$ cat src/rtl/keypad_scanner.sv
// 4x4 matrix keypad scanner: column drive, row synchronisation, frame-level
// debounce and a single-cycle key_valid/key_value handshake towards the lock controller.
module keypad_scanner #(
    parameter int CLK_DIV        = 1000,
    parameter int DEBOUNCE_SCANS = 3
) (
    input  logic       clk,
    input  logic       reset,
    input  logic [3:0] row_in,
    output logic [3:0] col_out,
    output logic       key_valid,
    output logic [3:0] key_value,
    output logic       key_down,
    output logic       multi_key
);

    localparam int              DIV_W    = $clog2(CLK_DIV);
    localparam logic [DIV_W-1:0] DIV_LAST = DIV_W'(CLK_DIV - 1);
    localparam logic [7:0]      DEB_N    = 8'(DEBOUNCE_SCANS);

    typedef enum logic [1:0] {
        IDLE        = 2'd0,
        DEB_PRESS   = 2'd1,
        HELD        = 2'd2,
        DEB_RELEASE = 2'd3
    } state_t;

    logic [3:0]       row_meta;
    logic [3:0]       row_sync;
    logic [DIV_W-1:0] div;
    logic [1:0]       col;
    logic [15:0]      acc;
    logic [15:0]      cur_map;
    logic [15:0]      frame_map;
    logic [4:0]       key_count;
    logic             sample_edge;
    logic             frame_end;
    logic             is_none;
    logic             is_single;
    logic             is_multi;
    logic [3:0]       single_code;
    state_t           state;
    logic [3:0]       cand;
    logic [7:0]       cnt;

    function automatic logic [4:0] popcount16(input logic [15:0] m);
        logic [4:0] sum;
        sum = 5'd0;
        for (int i = 0; i < 16; i++) begin
            sum = sum + {4'd0, m[i]};
        end
        return sum;
    endfunction

    function automatic logic [3:0] lowest_index(input logic [15:0] m);
        logic [3:0] idx;
        idx = 4'd0;
        for (int i = 15; i >= 0; i--) begin
            if (m[i]) begin
                idx = 4'(i);
            end else begin
                idx = idx;
            end
        end
        return idx;
    endfunction

    // Bit index is {row, col}; table follows the printed keypad legend.
    function automatic logic [3:0] key_code(input logic [3:0] idx);
        logic [3:0] code;
        case (idx)
            4'd0:    code = 4'h1;
            4'd1:    code = 4'h2;
            4'd2:    code = 4'h3;
            4'd3:    code = 4'hA;
            4'd4:    code = 4'h4;
            4'd5:    code = 4'h5;
            4'd6:    code = 4'h6;
            4'd7:    code = 4'hB;
            4'd8:    code = 4'h7;
            4'd9:    code = 4'h8;
            4'd10:   code = 4'h9;
            4'd11:   code = 4'hC;
            4'd12:   code = 4'hE;
            4'd13:   code = 4'h0;
            4'd14:   code = 4'hF;
            4'd15:   code = 4'hD;
            default: code = 4'h0;
        endcase
        return code;
    endfunction

    // Frame classification, with the current column's rows folded in combinationally.
    always_comb begin
        cur_map = 16'd0;
        for (int r = 0; r < 4; r++) begin
            cur_map[{2'(r), col}] = ~row_sync[r];
        end
        sample_edge = (div == DIV_LAST);
        frame_end   = sample_edge && (col == 2'd3);
        frame_map   = acc | cur_map;
        key_count   = popcount16(frame_map);
        is_none     = (key_count == 5'd0);
        is_single   = (key_count == 5'd1);
        is_multi    = (key_count >= 5'd2);
        single_code = key_code(lowest_index(frame_map));
    end

    // Two-flop synchroniser for the asynchronous row inputs.
    always_ff @(posedge clk or posedge reset) begin
        if (reset) begin
            row_meta <= 4'hF;
            row_sync <= 4'hF;
        end else begin
            row_meta <= row_in;
            row_sync <= row_meta;
        end
    end

    // Column slot divider, column drive and per-frame press accumulator.
    always_ff @(posedge clk or posedge reset) begin
        if (reset) begin
            div     <= '0;
            col     <= 2'd0;
            col_out <= 4'b1110;
            acc     <= 16'd0;
        end else if (sample_edge) begin
            div     <= '0;
            col     <= col + 2'd1;
            col_out <= ~(4'b0001 << (col + 2'd1));
            acc     <= frame_end ? 16'd0 : frame_map;
        end else begin
            div     <= div + 1'b1;
        end
    end

    // Debounce FSM, stepped once per frame; cnt never runs past DEB_N.
    always_ff @(posedge clk or posedge reset) begin
        if (reset) begin
            state     <= IDLE;
            cand      <= 4'h0;
            cnt       <= 8'd0;
            key_valid <= 1'b0;
            key_value <= 4'h0;
            key_down  <= 1'b0;
            multi_key <= 1'b0;
        end else begin
            key_valid <= 1'b0;
            if (frame_end) begin
                multi_key <= is_multi;
                case (state)
                    IDLE: begin
                        if (is_single) begin
                            cand <= single_code;
                            cnt  <= 8'd1;
                            if (DEB_N == 8'd1) begin
                                key_valid <= 1'b1;
                                key_value <= single_code;
                                key_down  <= 1'b1;
                                state     <= HELD;
                            end else begin
                                state <= DEB_PRESS;
                            end
                        end
                    end
                    DEB_PRESS: begin
                        if (is_single && (single_code == cand)) begin
                            cnt <= cnt + 8'd1;
                            if ((cnt + 8'd1) >= DEB_N) begin
                                key_valid <= 1'b1;
                                key_value <= cand;
                                key_down  <= 1'b1;
                                state     <= HELD;
                            end
                        end else begin
                            cnt   <= 8'd0;
                            state <= IDLE;
                        end
                    end
                    HELD: begin
                        if (is_none) begin
                            cnt <= 8'd1;
                            if (DEB_N == 8'd1) begin
                                key_down <= 1'b0;
                                state    <= IDLE;
                            end else begin
                                state <= DEB_RELEASE;
                            end
                        end
                    end
                    DEB_RELEASE: begin
                        if (is_none) begin
                            cnt <= cnt + 8'd1;
                            if ((cnt + 8'd1) >= DEB_N) begin
                                key_down <= 1'b0;
                                state    <= IDLE;
                            end
                        end else begin
                            state <= HELD;
                        end
                    end
                    default: state <= IDLE;
                endcase
            end
        end
    end

endmodule

$ cat config.mk
export PLATFORM = sky130hd
export DESIGN_NAME = keypad_scanner
export DESIGN_NICKNAME = d
export VERILOG_FILES = /design/src/rtl/keypad_scanner.sv
export SDC_FILE = /design/constraint.sdc
export NUM_CORES = 1
export LEC_CHECK = 0
export ABC_CLOCK_PERIOD_IN_PS = 17400
export CAP_MARGIN = 30
export CORE_MARGIN = 4
export CORE_UTILIZATION = 55
export CTS_CLUSTER_DIAMETER = 100
export DETAILED_ROUTE_END_ITERATION = 6
export PLACE_DENSITY = 0.77
export SYNTH_ARGS = -nofsm -noshare
export SYNTH_HDL_FRONTEND = slang
export SYNTH_SLANG_ARGS = --single-unit
$ cat constraint.sdc
create_clock -name clk -period 17.4 [get_ports clk]
set_input_delay 5.22 -clock clk [delete_from_list [all_inputs] [get_ports clk]]
set_output_delay 5.22 -clock clk [all_outputs]
set_load 0.01 [all_outputs]
==> results.sh <==
export IMPL_outcome="finished, final reports clean"
export IMPL_cts_buffer_depth=2
export IMPL_final_common_cell="dfrtp_1"
export IMPL_path_clk_slew_ns=0.07
export IMPL_grt_busiest_layer="met2"
export IMPL_synth_area_leader_cell="dfrtp_1"
export IMPL_first_global_vias=3002
export IMPL_final_layout_size_suffix_gt1_share_pct=11.8
export IMPL_max_clock_freq_mhz=151
export IMPL_avgViaCountPerCell=6.10
export IMPL_yosys_warnings=0
export IMPL_ys_seq_area_share_pct=41.3
export IMPL_vias=3064
export IMPL_die_area_um2=8160
export IMPL_leakagePower_nw=1.93
export IMPL_area_growth_pct=12.1
export IMPL_dieHeight_um=90.3
export IMPL_grt_max_degree=62
export IMPL_synthTopCellsByArea="dfrtp_1 (34%), dfstp_2 (7.8%), fa_1 (4.8%), ha_1 (4.7%), nor2_1 (4.4%)"
export IMPL_numCtsBuffers=9
export IMPL_gr_usage_met3_pct=3.92
export IMPL_peakVddDrop_mv=0.0454
export IMPL_synth_top_area_share_pct=33.6
export IMPL_finalSetupViolations=0
export IMPL_port_buffers=16
export IMPL_synth_edf_count=0
export IMPL_grt_pass1_wl_mm=13.8
export IMPL_postRouteWirelength_mm=7.93
export IMPL_r2r_start="col[1]"
export IMPL_tritoncts="built"
export IMPL_dr_pass1_iters=5
export IMPL_drt_iter0_markers=195
export IMPL_cts_root_buf="clkbuf_8"
export IMPL_fin_skew_ns=0.00945
export IMPL_grt_usage_pct=20.7
export IMPL_final_util_pct=64.7
export IMPL_pin_count=17
export IMPL_syn_inst=400
export IMPL_clock_latency_ns=0.35
export IMPL_cp_top_family="flip-flops"
export IMPL_holdPathStages=0
export IMPL_synth_area_per_cell_um2=9.32
export IMPL_antenna_cells=0
export IMPL_timing_critical_path_slowest_stage_cell="dfstp_2"
export IMPL_hpwl_mm=5.63
export IMPL_timing_final_crit_share_pct=38.1
export IMPL_grtUsageMet1_pct=27.6
export IMPL_grtUsageMet2_pct=32.7
export IMPL_clock_sinks=61
export IMPL_hold_path_startpoint="row_meta[0]"
export IMPL_crit_type="reg2out"
export IMPL_drc_errors=0
export IMPL_syn_area_um2=3730
export IMPL_coreArea_um2=6460
export IMPL_htreeDepth=3
export IMPL_synth_async_reset_ratio_pct=100
export IMPL_maxSlewHeadroom_pct=49.2
export IMPL_hp_class="reg2reg"
export IMPL_num_rows=29
export IMPL_ctsResizeCount=0
export IMPL_initial_core_util_pct=57.7
export IMPL_r2r_cells=20
export IMPL_start_kind="flop"
export IMPL_gp_congestion=0.933
export IMPL_antenna_left=0
export IMPL_reg2reg_to="key_value[1]"
export IMPL_worst_pin_slew_ns=0.762
export IMPL_maxSlewViolCount=0
export IMPL_cts_setup_buffers=0
export IMPL_period_needed_ns=6.62
export IMPL_worst_path_buf_inv=1
export IMPL_yosysUniqueCellTypes=65
export IMPL_synth_ff_type="dfrtp_1"
export IMPL_cts_hold_buf=0
export IMPL_final_cell_mix="dfrtp_1 (50), nor2_1 (44), nand2_1 (32)"
export IMPL_fp_dieW_um=90.3
export IMPL_antenna_found_initial=0
export IMPL_syn_nets=429
export IMPL_crit_fanout=2
export IMPL_min_to="row_sync[0]"
export IMPL_hold_viol_final=0
export IMPL_critPathCaptureType="output pin"
export IMPL_gr_total_overflow=0
export IMPL_cp_required_ns=12.18
export IMPL_wl_per_cell_um=15.8
export IMPL_p_per_area_nw_per_um2=72.3
export IMPL_setup_tns_ns=0
export IMPL_nNetsFinal=449
export IMPL_ys_seq_elements=61
export IMPL_drv_cap=0
export IMPL_cp_cell_sequence="clkdlybuf4s50_1"
export IMPL_slowest_delay_ns=0.53
export IMPL_rsz0062_at_grt="false"
export IMPL_r2r_slack_ns=11.16
export IMPL_timing_hold_ws_ns=0.356
export IMPL_cp_data_arrival_time_ns=1.40
[flip-flops by register name, summed over array words and instances (netlist names), 2 cells and up]
signal / flops
cand: 4
col: 2
row_meta: 4
row_sync: 4
div: 10
state: 2
acc: 16
col_out: 4
cnt: 8
key_value: 4
[cells by family after synthesis]
logic type | share of synthesized area [%]
flip-flops | 41.3
adder cells (fa/ha/maj) | 9.53
multiplexers | 0.973
buffers and inverters | 4.33
AO/OA/AOI/OAI | 22.0
AND/OR/NAND/NOR | 19.8
XOR/XNOR | 2.11
[layer usage]
metal | share of wire [%] | wire (µm)
met1 | 46 | 3650
met2 | 47 | 3720
met3 | 4.9 | 385
met4 | 2.2 | 173
met5 | 0 | 0
[cells in the mapped netlist (3+ instances only)]
| master | n |
|---|---|
| dfrtp_1 | 50 |
| o22ai_1 | 3 |
| nand2_1 | 32 |
| nand3_1 | 11 |
| buf_2 | 3 |
| xor2_1 | 6 |
| nor2b_1 | 7 |
| o21ai_0 | 21 |
| and3_1 | 9 |
| nor4_1 | 3 |
| or3_1 | 3 |
| o21a_1 | 3 |
| nor2_1 | 44 |
| fa_1 | 9 |
| nor3_1 | 9 |
| o211ai_1 | 4 |
| dfstp_2 | 11 |
| and2_1 | 5 |
| a31oi_1 | 5 |
| o2111a_1 | 3 |
| ha_1 | 14 |
| o2111ai_1 | 4 |
| xnor2_1 | 3 |
| o21bai_1 | 6 |
| a21o_1 | 11 |
| o21ai_1 | 6 |
| nand2b_1 | 9 |
| a21oi_1 | 24 |
| inv_1 | 27 |
| nor3b_1 | 3 |
| or2_2 | 4 |
| clkbuf_1 | 6 |
[power by group]
part	total, mW	switching, mW	internal, mW
Clock	0.138	0.0578	0.0806
Sequential	0.145	0.00107	0.144
Combinational	0.0193	0.0121	0.00720
[cell type report]
type                            instances  area, µm²
Tap cell                               77       96.3
Timing Repair Buffer                   19        183
Clock inverter                          6       88.8
Inverter                               30        113
Multi-Input combinational cell        299       2030
Clock buffer                           10        128
Sequential cell                        61       1540
Fill cell                             523       2280
[worst max path at each step]
stage,slack [ns],cells after the start,endpoint,start
final,10.78,1,col_out[1],col_out[1]
after global routing,10.68,17,key_value[1],col[0]
after CTS,10.76,1,col_out[1],col_out[1]
after detailed placement,11.08,3,acc[15],reset
after global placement,11.10,3,cand[0],reset
after floorplan,10.69,1,acc[0],reset
[per-stage QoR]
step	setup WS, ns	area (µm²)	cells	power [mW]
6_report	10.78	4180	502	0.302
5_1_grt	10.68	4180	502	0.315
4_1_cts	10.76	4180	502	0.304
3_5_place_dp	11.08	3960	486	0.166
3_3_place_gp	11.10	3960	486	0.166
2_1_floorplan	10.69	3730	400	0.161
Note: power is estimated with default switching activity, not from simulation.
